## src/rtl/c1541_track_builder_if.sv

```systemverilog
// rtl/c1541_track_builder_if.sv - sector fetch and track RAM write bus of c1541_track_builder
interface c1541_track_builder_if;
    logic        sd_req;
    logic [12:0] sd_addr;
    logic        sd_ack;
    logic [7:0]  sd_data;
    logic        sec_err;
    logic [12:0] ram_addr;
    logic [7:0]  ram_di;
    logic        ram_we;

    modport master (
        output sd_req, sd_addr, ram_addr, ram_di, ram_we,
        input  sd_ack, sd_data, sec_err
    );

    modport slave (
        input  sd_req, sd_addr, ram_addr, ram_di, ram_we,
        output sd_ack, sd_data, sec_err
    );
endinterface

```

## src/rtl/c1541_track_builder.sv

```systemverilog
// rtl/c1541_track_builder.sv - builds a GCR track image in track RAM from D64 sectors (option macro: C1541_BAD_SECTOR_EN)
module c1541_track_builder #(
    parameter int SYNC_LEN    = 5,
    parameter int HDR_GAP_LEN = 9,
    parameter int GAP_LEN     = 8
) (
    input  logic                  clk32,
    input  logic                  reset_n,
    input  logic                  start,
    input  logic [5:0]            track,
    input  logic [15:0]           disk_id,
    c1541_track_builder_if.master bus,
    output logic [1:0]            speed_zone,
    output logic                  track_ready,
    output logic                  build_err
);
    typedef enum logic [3:0] {
        ST_IDLE, ST_SYNC1, ST_HDR, ST_HGAP, ST_SYNC2, ST_DATA, ST_GAP, ST_FILL, ST_DONE
    } state_t;

    localparam logic [3:0] SYNC_LAST = 4'(SYNC_LEN - 1);
    localparam logic [3:0] HGAP_LAST = 4'(HDR_GAP_LEN - 1);
    localparam logic [3:0] GAP_LAST  = 4'(GAP_LEN - 1);

    function automatic logic [4:0] gcr_nib(input logic [3:0] n);
        case (n)
            4'h0: return 5'h0A;
            4'h1: return 5'h0B;
            4'h2: return 5'h12;
            4'h3: return 5'h13;
            4'h4: return 5'h0E;
            4'h5: return 5'h0F;
            4'h6: return 5'h16;
            4'h7: return 5'h17;
            4'h8: return 5'h09;
            4'h9: return 5'h19;
            4'hA: return 5'h1A;
            4'hB: return 5'h1B;
            4'hC: return 5'h0D;
            4'hD: return 5'h1D;
            4'hE: return 5'h1E;
            default: return 5'h15;
        endcase
    endfunction

    function automatic logic [1:0] zone_of(input logic [5:0] t);
        if (t <= 6'd17)      return 2'd3;
        else if (t <= 6'd24) return 2'd2;
        else if (t <= 6'd30) return 2'd1;
        else                 return 2'd0;
    endfunction

    function automatic logic [12:0] last_addr(input logic [1:0] z);
        case (z)
            2'd3:    return 13'd7691;
            2'd2:    return 13'd7141;
            2'd1:    return 13'd6665;
            default: return 13'd6249;
        endcase
    endfunction

    function automatic logic [4:0] last_sec(input logic [1:0] z);
        case (z)
            2'd3:    return 5'd20;
            2'd2:    return 5'd18;
            2'd1:    return 5'd17;
            default: return 5'd16;
        endcase
    endfunction

    state_t      state_q, state_d;
    logic [5:0]  track_q, track_d;
    logic [15:0] id_q, id_d;
    logic [1:0]  zone_q, zone_d;
    logic        ready_q, ready_d;
    logic        err_q, err_d;
    logic [4:0]  sector_q, sector_d;
    logic [3:0]  cnt_q, cnt_d;
    logic [8:0]  idx_q, idx_d;
    logic [2:0]  gcnt_q, gcnt_d;
    logic [2:0]  ecnt_q, ecnt_d;
    logic [31:0] grp_q, grp_d;
    logic [7:0]  dcs_q, dcs_d;
    logic        bad_q, bad_d;
    logic        req_q, req_d;
    logic [12:0] saddr_q, saddr_d;
    logic [12:0] wptr_q, wptr_d;
    logic [12:0] raddr_q, raddr_d;
    logic [7:0]  rdi_q, rdi_d;
    logic        rwe_q, rwe_d;

    logic        wr_en;
    logic [7:0]  wr_byte;
    logic        raw_ok;
    logic [7:0]  raw_byte;
    logic        is_dbyte;
    logic [7:0]  hdr_cs;
    logic [39:0] gcr40;
    logic [7:0]  gcr_byte;

    assign hdr_cs = {3'b000, sector_q} ^ {2'b00, track_q} ^ id_q[15:8] ^ id_q[7:0];
    assign gcr40  = {gcr_nib(grp_q[31:28]), gcr_nib(grp_q[27:24]), gcr_nib(grp_q[23:20]),
                     gcr_nib(grp_q[19:16]), gcr_nib(grp_q[15:12]), gcr_nib(grp_q[11:8]),
                     gcr_nib(grp_q[7:4]),   gcr_nib(grp_q[3:0])};

    always_comb begin
        case (ecnt_q)
            3'd0:    gcr_byte = gcr40[39:32];
            3'd1:    gcr_byte = gcr40[31:24];
            3'd2:    gcr_byte = gcr40[23:16];
            3'd3:    gcr_byte = gcr40[15:8];
            default: gcr_byte = gcr40[7:0];
        endcase
    end

    // Raw byte feeding the current 4-byte group; data bytes only exist in the ack cycle.
    always_comb begin
        raw_ok   = 1'b0;
        raw_byte = 8'h00;
        is_dbyte = 1'b0;
        if (state_q == ST_HDR) begin
            raw_ok = 1'b1;
            case (idx_q[2:0])
                3'd0:    raw_byte = 8'h08;
                3'd1:    raw_byte = hdr_cs;
                3'd2:    raw_byte = {3'b000, sector_q};
                3'd3:    raw_byte = {2'b00, track_q};
                3'd4:    raw_byte = id_q[15:8];
                3'd5:    raw_byte = id_q[7:0];
                default: raw_byte = 8'h0F;
            endcase
        end else if (state_q == ST_DATA) begin
            if (idx_q == 9'd0) begin
                raw_ok   = 1'b1;
                raw_byte = 8'h07;
            end else if (idx_q <= 9'd256) begin
                is_dbyte = 1'b1;
                raw_ok   = req_q & bus.sd_ack;
                raw_byte = bus.sd_data;
            end else if (idx_q == 9'd257) begin
                raw_ok   = 1'b1;
                raw_byte = bad_q ? ~dcs_q : dcs_q;
            end else begin
                raw_ok   = 1'b1;
                raw_byte = 8'h00;
            end
        end
    end

    always_comb begin
        state_d  = state_q;
        track_d  = track_q;
        id_d     = id_q;
        zone_d   = zone_q;
        ready_d  = ready_q;
        err_d    = 1'b0;
        sector_d = sector_q;
        cnt_d    = cnt_q;
        idx_d    = idx_q;
        gcnt_d   = gcnt_q;
        ecnt_d   = ecnt_q;
        grp_d    = grp_q;
        dcs_d    = dcs_q;
        bad_d    = bad_q;
        req_d    = req_q;
        saddr_d  = saddr_q;
        wptr_d   = wptr_q;
        raddr_d  = raddr_q;
        rdi_d    = rdi_q;
        rwe_d    = 1'b0;
        wr_en    = 1'b0;
        wr_byte  = 8'h00;

        case (state_q)
            ST_IDLE: begin
                if (start) begin
                    if (track == 6'd0 || track > 6'd42) begin
                        err_d = 1'b1;
                    end else begin
                        track_d  = track;
                        id_d     = disk_id;
                        zone_d   = zone_of(track);
                        ready_d  = 1'b0;
                        sector_d = 5'd0;
                        cnt_d    = 4'd0;
                        wptr_d   = 13'd0;
                        state_d  = ST_SYNC1;
                    end
                end
            end
            ST_SYNC1, ST_SYNC2: begin
                wr_en   = 1'b1;
                wr_byte = 8'hFF;
                if (cnt_q == SYNC_LAST) begin
                    cnt_d  = 4'd0;
                    idx_d  = 9'd0;
                    gcnt_d = 3'd0;
                    ecnt_d = 3'd0;
                    if (state_q == ST_SYNC1) begin
                        state_d = ST_HDR;
                    end else begin
                        state_d = ST_DATA;
                        dcs_d   = 8'h00;
`ifdef C1541_BAD_SECTOR_EN
                        bad_d   = bus.sec_err;
`else
                        bad_d   = 1'b0;
`endif
                    end
                end else begin
                    cnt_d = cnt_q + 4'd1;
                end
            end
            ST_HDR, ST_DATA: begin
                if (gcnt_q == 3'd4) begin
                    wr_en   = 1'b1;
                    wr_byte = gcr_byte;
                    if (ecnt_q == 3'd4) begin
                        ecnt_d = 3'd0;
                        gcnt_d = 3'd0;
                        if (state_q == ST_HDR && idx_q == 9'd8) begin
                            state_d = ST_HGAP;
                            cnt_d   = 4'd0;
                        end else if (state_q == ST_DATA && idx_q == 9'd260) begin
                            state_d = ST_GAP;
                            cnt_d   = 4'd0;
                        end
                    end else begin
                        ecnt_d = ecnt_q + 3'd1;
                    end
                end else begin
                    if (raw_ok) begin
                        grp_d  = {grp_q[23:0], raw_byte};
                        gcnt_d = gcnt_q + 3'd1;
                        idx_d  = idx_q + 9'd1;
                        if (is_dbyte) dcs_d = dcs_q ^ raw_byte;
                    end
                    // One request in flight; req is low for a cycle between bytes.
                    if (is_dbyte) begin
                        if (req_q && bus.sd_ack) begin
                            req_d = 1'b0;
                        end else if (!req_q) begin
                            req_d   = 1'b1;
                            saddr_d = {sector_q, idx_q[7:0] - 8'd1};
                        end
                    end
                end
            end
            ST_HGAP: begin
                wr_en   = 1'b1;
                wr_byte = 8'h55;
                if (cnt_q == HGAP_LAST) begin
                    cnt_d   = 4'd0;
                    state_d = ST_SYNC2;
                end else begin
                    cnt_d = cnt_q + 4'd1;
                end
            end
            ST_GAP: begin
                wr_en   = 1'b1;
                wr_byte = 8'h55;
                if (cnt_q == GAP_LAST) begin
                    cnt_d = 4'd0;
                    if (sector_q == last_sec(zone_q)) begin
                        state_d = ST_FILL;
                    end else begin
                        sector_d = sector_q + 5'd1;
                        state_d  = ST_SYNC1;
                    end
                end else begin
                    cnt_d = cnt_q + 4'd1;
                end
            end
            ST_FILL: begin
                wr_en   = (wptr_q <= last_addr(zone_q));
                wr_byte = 8'h55;
                if (wptr_q >= last_addr(zone_q)) state_d = ST_DONE;
            end
            ST_DONE: begin
                ready_d = 1'b1;
                state_d = ST_IDLE;
            end
            default: state_d = ST_IDLE;
        endcase

        if (wr_en) begin
            rwe_d   = 1'b1;
            rdi_d   = wr_byte;
            raddr_d = wptr_q;
            wptr_d  = wptr_q + 13'd1;
        end
    end

    always_ff @(posedge clk32 or negedge reset_n) begin
        if (!reset_n) begin
            state_q  <= ST_IDLE;
            track_q  <= 6'd0;
            id_q     <= 16'd0;
            zone_q   <= 2'd0;
            ready_q  <= 1'b0;
            err_q    <= 1'b0;
            sector_q <= 5'd0;
            cnt_q    <= 4'd0;
            idx_q    <= 9'd0;
            gcnt_q   <= 3'd0;
            ecnt_q   <= 3'd0;
            grp_q    <= 32'd0;
            dcs_q    <= 8'd0;
            bad_q    <= 1'b0;
            req_q    <= 1'b0;
            saddr_q  <= 13'd0;
            wptr_q   <= 13'd0;
            raddr_q  <= 13'd0;
            rdi_q    <= 8'd0;
            rwe_q    <= 1'b0;
        end else begin
            state_q  <= state_d;
            track_q  <= track_d;
            id_q     <= id_d;
            zone_q   <= zone_d;
            ready_q  <= ready_d;
            err_q    <= err_d;
            sector_q <= sector_d;
            cnt_q    <= cnt_d;
            idx_q    <= idx_d;
            gcnt_q   <= gcnt_d;
            ecnt_q   <= ecnt_d;
            grp_q    <= grp_d;
            dcs_q    <= dcs_d;
            bad_q    <= bad_d;
            req_q    <= req_d;
            saddr_q  <= saddr_d;
            wptr_q   <= wptr_d;
            raddr_q  <= raddr_d;
            rdi_q    <= rdi_d;
            rwe_q    <= rwe_d;
        end
    end

    assign bus.sd_req   = req_q;
    assign bus.sd_addr  = saddr_q;
    assign bus.ram_addr = raddr_q;
    assign bus.ram_di   = rdi_q;
    assign bus.ram_we   = rwe_q;
    assign speed_zone   = zone_q;
    assign track_ready  = ready_q;
    assign build_err    = err_q;
endmodule

```

## src/flat_wrapper.sv

```systemverilog
// flat-port wrapper written by rule: the top's interface ports become plain ports
module c1541_track_builder_flat 
#(
    parameter int SYNC_LEN    = 5,
    parameter int HDR_GAP_LEN = 9,
    parameter int GAP_LEN     = 8
)
  (clk32, reset_n, start, track, disk_id, speed_zone, track_ready, build_err, bus_sd_req, bus_sd_addr, bus_ram_addr, bus_ram_di, bus_ram_we, bus_sd_ack, bus_sd_data, bus_sec_err);
  c1541_track_builder_if bus_i ();
  input  logic clk32;
  input  logic reset_n;
  input  logic start;
  input  logic [5:0] track;
  input  logic [15:0] disk_id;
  output logic [1:0] speed_zone;
  output logic track_ready;
  output logic build_err;
  output wire logic [$bits(bus_i.sd_req)-1:0] bus_sd_req;
  output wire logic [$bits(bus_i.sd_addr)-1:0] bus_sd_addr;
  output wire logic [$bits(bus_i.ram_addr)-1:0] bus_ram_addr;
  output wire logic [$bits(bus_i.ram_di)-1:0] bus_ram_di;
  output wire logic [$bits(bus_i.ram_we)-1:0] bus_ram_we;
  input wire logic [$bits(bus_i.sd_ack)-1:0] bus_sd_ack;
  input wire logic [$bits(bus_i.sd_data)-1:0] bus_sd_data;
  input wire logic [$bits(bus_i.sec_err)-1:0] bus_sec_err;
  assign bus_sd_req = bus_i.sd_req;
  assign bus_sd_addr = bus_i.sd_addr;
  assign bus_ram_addr = bus_i.ram_addr;
  assign bus_ram_di = bus_i.ram_di;
  assign bus_ram_we = bus_i.ram_we;
  assign bus_i.sd_ack = bus_sd_ack;
  assign bus_i.sd_data = bus_sd_data;
  assign bus_i.sec_err = bus_sec_err;
  c1541_track_builder #(.SYNC_LEN(SYNC_LEN), .HDR_GAP_LEN(HDR_GAP_LEN), .GAP_LEN(GAP_LEN)) u_core (.clk32(clk32), .reset_n(reset_n), .start(start), .track(track), .disk_id(disk_id), .bus(bus_i), .speed_zone(speed_zone), .track_ready(track_ready), .build_err(build_err));
endmodule
```

## config.mk

```make
export PLATFORM = sky130hd
export DESIGN_NAME = c1541_track_builder_flat
export DESIGN_NICKNAME = d
export VERILOG_FILES = /design/src/rtl/c1541_track_builder_if.sv /design/src/rtl/c1541_track_builder.sv /design/src/flat_wrapper.sv
export SDC_FILE = /design/constraint.sdc
export NUM_CORES = 1
export LEC_CHECK = 0
export ABC_AREA = 1
export CAP_MARGIN = 0
export CORE_ASPECT_RATIO = 0.9
export CORE_UTILIZATION = 30
export DETAILED_ROUTE_END_ITERATION = 8
export GPL_TIMING_DRIVEN = 0
export MAX_ROUTING_LAYER = met4
export SETUP_SLACK_MARGIN = 0.15
export SLEW_MARGIN = 20
export SYNTH_ARGS = -nofsm -noshare
export SYNTH_HDL_FRONTEND = slang
export SYNTH_SLANG_ARGS = --single-unit
```

## constraint.sdc

```tcl
create_clock -name clk32 -period 2.27 [get_ports clk32]
set_input_delay 0.3405 -clock clk32 [delete_from_list [all_inputs] [get_ports clk32]]
set_output_delay 0.3405 -clock clk32 [all_outputs]
set_load 0.03 [all_outputs]
```

# Word-level counts from Yosys, hierarchy flattened
# Memories as Yosys holds them, arrays and structs flattened.
# Cells that the tools add are included.
[totals]
regBits = 143
latchBits = 0
ramBits = 0
romBits = 640
inputBits = 35
mem_count = 8
[classes]
n_addsub = 7
n_mul = 0
div_mod_pow = 0
magnitude_cmp = 7
eq_ne = 45
shift = 0
n_mux = 85
bitwise = 9
n_reduce_logical = 32
[mem_list]
columns = ["name", "depth", "width", "rd", "rd_clocked_by_memory_dff", "write_ports", "line", "source"]
rows = [
  ["(no name shown)", 16, 5, 1, 0, 0, "c1541_track_builder.sv:26", "case (n)"],
  ["(no name shown)", 16, 5, 1, 0, 0, "c1541_track_builder.sv:26", ""],
  ["(no name shown)", 16, 5, 1, 0, 0, "c1541_track_builder.sv:26", ""],
  ["(no name shown)", 16, 5, 1, 0, 0, "c1541_track_builder.sv:26", ""],
  ["(no name shown)", 16, 5, 1, 0, 0, "c1541_track_builder.sv:26", ""],
  ["(no name shown)", 16, 5, 1, 0, 0, "c1541_track_builder.sv:26", ""],
  ["+2 memories", "n/a", "n/a", "n/a", "n/a", "n/a", "n/a", ""],
]
[op_table]
columns = ["cell", "count"]
rows = [
  ["two-way mux 8 bit", 11],
  ["two-way mux 4 bit", 19],
  ["two-way mux 13 bit", 5],
  ["one-hot mux 8 bit (6 select lines)", 1],
  ["one-hot mux 11 bit (3 select lines)", 1],
  ["one-hot mux 8 bit (4 select lines)", 1],
  ["two-way mux 5 bit", 6],
  ["two-way mux 9 bit", 3],
  ["== test 4 x 3 -> 1 bit (second input constant)", 6],
  ["two-way mux 3 bit", 8],
  ["one-hot mux 4 bit (6 select lines)", 1],
  ["one-hot mux 8 bit (3 select lines)", 1],
  ["XOR 8 bit", 3],
  ["one-hot mux 4 bit (5 select lines)", 1],
  ["== test 9 bit (second input constant)", 2],
  ["<= comparator 6 x 5 -> 1 bit (second input constant)", 3],
  ["inequality test 2 x 1 -> 1 bit (second input constant)", 9],
  ["one-hot mux 9 bit (2 select lines)", 1],
  ["AND reduction 3 bit", 6],
  ["two-way mux 1 bit", 17],
  ["one-hot mux 8 bit (2 select lines)", 1],
  ["adder 13 x 1 -> 13 bit (second input constant)", 1],
  [">= comparator 13 bit", 1],
  ["<= comparator 13 bit", 1],
  ["44 further kinds", 76],
]

# Depth between registers and ports, before layout
[logic_depth]
ltp_word = 11
ltp_mapped = 17

# Least setup slack after synthesis
# Ideal clock, no wire load.
[synth_path]
path_kind = "flip-flop to flip-flop"
startpoint = "register u_core.idx_q[0]"
endpoint = "register u_core.dcs_q[0]"
t_arrival_ps = 2189
t_required_ps = 2153
setup_slack_ps = -36
path_stages_with_launch = 16
synth_period_minus_slack_ps = 2306
cell_sequence = "dfrtp_1 > inv_1 > ha_1 > nand2_1 > nor3_1 > inv_1 > ha_1 > clkbuf_1 > inv_1 > nand2_1 > nand3_1 > nand3_1 > nor2_1 > nand2_1 > nand2_1 > nor2_1"
[synth_via]
elab_chain_cells = 11
elab_cells_between_ends = 31
[synth_lines]
columns = ["element", "line", "source"]
rows = [
  ["start, declared", "c1541_track_builder.sv:79", "logic [8:0] idx_q, idx_d;"],
  ["start signal, assigned", "c1541_track_builder.sv:325", "idx_q <= idx_d;"],
  ["branches (longest 11 deep; another with <= comparator 9 bit)", "n/a", ""],
  ["end signal, assigned", "c1541_track_builder.sv:329", "dcs_q <= dcs_d;"],
  ["end, declared", "c1541_track_builder.sv:83", "logic [7:0] dcs_q, dcs_d;"],
]
# Several ways; the timed one is not identified. The select of a mux whose other input is x is not followed.
# A chain may end at the register's enable or synchronous reset.

# Worst setup path in the final report
[layout_path]
startpoint = "register u_core.idx_q[0]"
endpoint = "register u_core.grp_q[30]"
[layout_via]
elab_chain_cells = 6
elab_cells_between_ends = 7
[layout_lines]
columns = ["element", "line", "source"]
rows = [
  ["<= comparator 9 bit", "c1541_track_builder.sv:136", "end else if (idx_q <= 9'd256) begin"],
  ["two-way mux 1 bit", "c1541_track_builder.sv:136", ""],
  ["two-way mux 1 bit (*)", "c1541_track_builder.sv:133", "if (idx_q == 9'd0) begin"],
  ["two-way mux 1 bit (*)", "c1541_track_builder.sv:132", "end else if (state_q == ST_DATA) begin"],
  ["two-way mux 1 bit (*)", "c1541_track_builder.sv:121", "if (state_q == ST_HDR) begin"],
  ["AND reduction 3 bit (no source line) (*)", "n/a", ""],
  ["end signal, assigned", "c1541_track_builder.sv:328", "grp_q <= grp_d;"],
  ["end, declared", "c1541_track_builder.sv:82", "logic [31:0] grp_q, grp_d;"],
]
# Mark *: on every way between the ends. The rest lies on a longest branch, timed or not.

==> results.sh <==
export IMPL_die_area_sq_um=28500
export IMPL_relSlewSlack_pct=63.4
export IMPL_power_density_nw_per_um2=1390
export IMPL_io_pins=75
export IMPL_sw_frac_of_total_pct=44.5
export IMPL_clock_tree_buffer_depth=2
export IMPL_clock_skew_ps=11.9
export IMPL_tritoncts_clock_tree="built"
export IMPL_design_area_sq_um=11100
export IMPL_core_sq_um=27200
export IMPL_crit_reg2reg_capture="u_core.grp_q[30]"
export IMPL_die_x_microns=178
export IMPL_cells_taking_the_most_area_after_synthesis="dfrtp_1, nand2_1, o21ai_0"
export IMPL_clkLatencyLatePin_ps=430
export IMPL_insertedDiodeCount=0
export IMPL_detail_route_iter0_violations=633
export IMPL_report_final_slew_viol_count=0
export IMPL_drv_max_cap_violation_count=0
export IMPL_syn_avg_cell_area_sq_um=7.48
export IMPL_ys_seq_elements=143
export IMPL_clockPowerShare_pct=19.8
export IMPL_cell_count_after_synthesis=1116
export IMPL_setup_violations=0
export IMPL_port_buffer_count=73
export IMPL_synth_main_ff_cell="dfrtp_1"
export IMPL_routabilityCongestion=0.905
export IMPL_crit_required_ps=2580
export IMPL_crit_path_end_kind="register"
export IMPL_ys_types=39
export IMPL_critPathMaxFanout=6
export IMPL_p_int_mw=8.54
export IMPL_critical_path_startpoint="u_core.idx_q[0]"
export IMPL_ant_nets=0
export IMPL_final_hold_violation_count=0
export IMPL_maximum_number_of_pins_on_one_net_before_global_route_repair=77
export IMPL_cts_clk_slew_worst_paths_ps=70
export IMPL_most_frequent_standard_cell_in_the_layout_excluding_fill_and_tap_cells="nand2_1"
export IMPL_unrepaired_setup_endpoints_after_global_routing="true"
export IMPL_area_share_of_the_leading_cell_type_in_the_synthesized_netlist_pct=42.9
export IMPL_htree_levels=4
export IMPL_startpoint_types="register"
export IMPL_max_freq_mhz=461
export IMPL_clockRootBuffer="clkbuf_16"
export IMPL_syn_to_final_growth_pct=32.6
export IMPL_grt_pass1_wl_microns=37500
export IMPL_internal_reg_to_reg_setup_slack_ps=100
export IMPL_rr_worst_depth=15
export IMPL_criticalPathCategory="reg -> reg"
export IMPL_power_leakage_nw=5.03
export IMPL_warnings_synthesis=0
export IMPL_worst_slew_pin_transition_ps=549
export IMPL_start_util_pct=30.7
export IMPL_floorplan_die_height_microns=160
export IMPL_wl_microns=23500
export IMPL_most_common_layout_cells="nand2_1, dfrtp_1, inv_1"
export IMPL_fill_cells=2750
export IMPL_gr_usage_all_layers_pct=17.1
export IMPL_drc=0
export IMPL_vdd_drop_max_mv=0.676
export IMPL_cts_sinks=143
export IMPL_num_rows=57
export IMPL_net_switching_power_mw=6.86
export IMPL_synth_sequential_area_ratio_pct=42.9
export IMPL_antenna_found_initial=0
export IMPL_post_route_period_util_pct=95.6
export IMPL_cts_buffers=17
export IMPL_timing_final_crit_period_ps=2170
export IMPL_cell_area_synth_sq_um=8350
export IMPL_postSynthNetCount=1176
export IMPL_dr_total_vias=7869
export IMPL_grt_pass1_vias=7190
export IMPL_arrival_ps=2480
export IMPL_hold_path_class="in -> async"
export IMPL_fin_nets=1301
export IMPL_hpwl_microns=16700
export IMPL_status="completed"
export IMPL_synth_edff_count=0
export IMPL_grt_overflow=0
export IMPL_yosys_area_top_type="dfrtp_1"
export IMPL_placedInstanceArea_sq_um=9560
export IMPL_first_pass_iters=5
export IMPL_avgViaCountPerCell=4.90
export IMPL_drive_gt1_share_pct=18.8
export IMPL_sequential_power_share_pct=28.1
export IMPL_crit_reg2reg_launch="u_core.idx_q[0]"
export IMPL_routedWlPerCell_microns=14.6
export IMPL_pwr_share_comb_pct=52.1
export IMPL_report_power_total_mw=15.4
export IMPL_postSynth_asyncResetShare_pct=100
## power groups by stage
stage	clock network [mW]	registers, mW	logic [mW]
final	3.05	4.32	8.03
after global routing	3.20	4.44	8.80
after CTS	3.09	4.27	6.84
after detailed placement	0	4.30	6.48
after global placement	0	4.29	6.39
after floorplan	0	4.68	3.98
## worst max-delay path by stage
stage               slack (ps)                    to
floorplan                  170       u_core.grp_q[1]
global placement         -5710  u_core.speed_zone[1]
detailed placement        -320      u_core.grp_q[16]
CTS                        130       u_core.grp_q[0]
global route                10      u_core.grp_q[20]
finish                     100      u_core.grp_q[30]
## routing by layer
metal,vias up,track usage (%),share of wire (%)
met2,209,24.2,44
met1,3743,25.0,50
li1,3903,-,-
met5,-,-,0
met4,0,4.12,0.84
met3,14,3.05,5.3
## cells in the mapped netlist, drive strengths merged, types with 2 or more instances
cell type  instances
nand2            331
xnor2              4
o21a               7
inv              126
a211oi             2
nand4             25
clkbuf             6
a21oi             43
a31oi              3
nor2              99
dfrtp            143
nor3              16
xor2              17
o22ai              5
o211ai             8
buf               23
nand3b             4
ha                25
nand3             80
mux2               8
or2                3
o21ai            134
## layout make-up
cell class                      instances  area, sq um  share of cell area [%]
Clock buffer                           21          470                    4.25
Inverter                              126          490                    4.43
Timing Repair Buffer                  105         1060                    9.58
Buffer                                 29          258                    2.33
Clock inverter                         10          160                    1.45
Multi-Input combinational cell        819         4600                    41.6
Sequential cell                       143         3590                    32.4
Tap cell                              354          443                    4.00
## worst max-delay path, cell delays in order, from the launching register on
cell and delay, ps:
dfrtp_2 440, inv_4 80, ha_4 150, nand2_4 70, nor3_4 240, ha_4 200, nor2_4 40, nand2_2 50
inv_2 50, nand2_2 60, inv_2 40, nor2_4 240, inv_4 100, clkbuf_16 180, nand2_1 50, o21ai_1 60
## flip-flops by register name (all words and copies together), names as in the netlist, 2 cells and up
register             cells
u_core.track_q           6
u_core.bus.ram_addr     13
u_core.gcnt_q            3
u_core.bus.ram_di        8
u_core.bus.sd_addr      13
u_core.state_q           4
u_core.dcs_q             8
u_core.grp_q            32
u_core.id_q             16
u_core.speed_zone        2
u_core.ecnt_q            3
u_core.idx_q             9
u_core.wptr_q           13
u_core.sector_q          5
u_core.cnt_q             4
## cell families (layout without fill, tap and decap cells)
family | count (synthesis) | in the layout | synth area share (%)
flops | 143 | 143 | 42.9
simple gates | 560 | 561 | 29.1
xor+xnor | 21 | 21 | 2.20
fa+ha+maj | 25 | 25 | 3.75
buf+inv | 155 | 291 | 7.69
mux | 8 | 8 | 1.08
compound gates | 204 | 204 | 13.3
## through the flow
stage,utilization (%),TNS (ps),instances,hold slack [ps],worst slack [ps]
floorplan,-,0,1116,44.9,165
global placement,35.1,-750720,1543,462,-5710
detailed placement,35.2,-15630,1544,346,-321
CTS,38.4,0,1591,472,134
global route,40.7,0,1607,493,10.2
finish,40.7,0,1607,463,99.1
## what timing repair did
action                                  CTS  global route
hold buffers                              1             0
endpoints found under the hold margin    67             0
resized for setup                        37           144
buffers inserted                         14            12
pin swaps                                15            24
endpoints found under the setup margin  109           114
cloned                                    1             4
(Power assumes the default switching activity.)
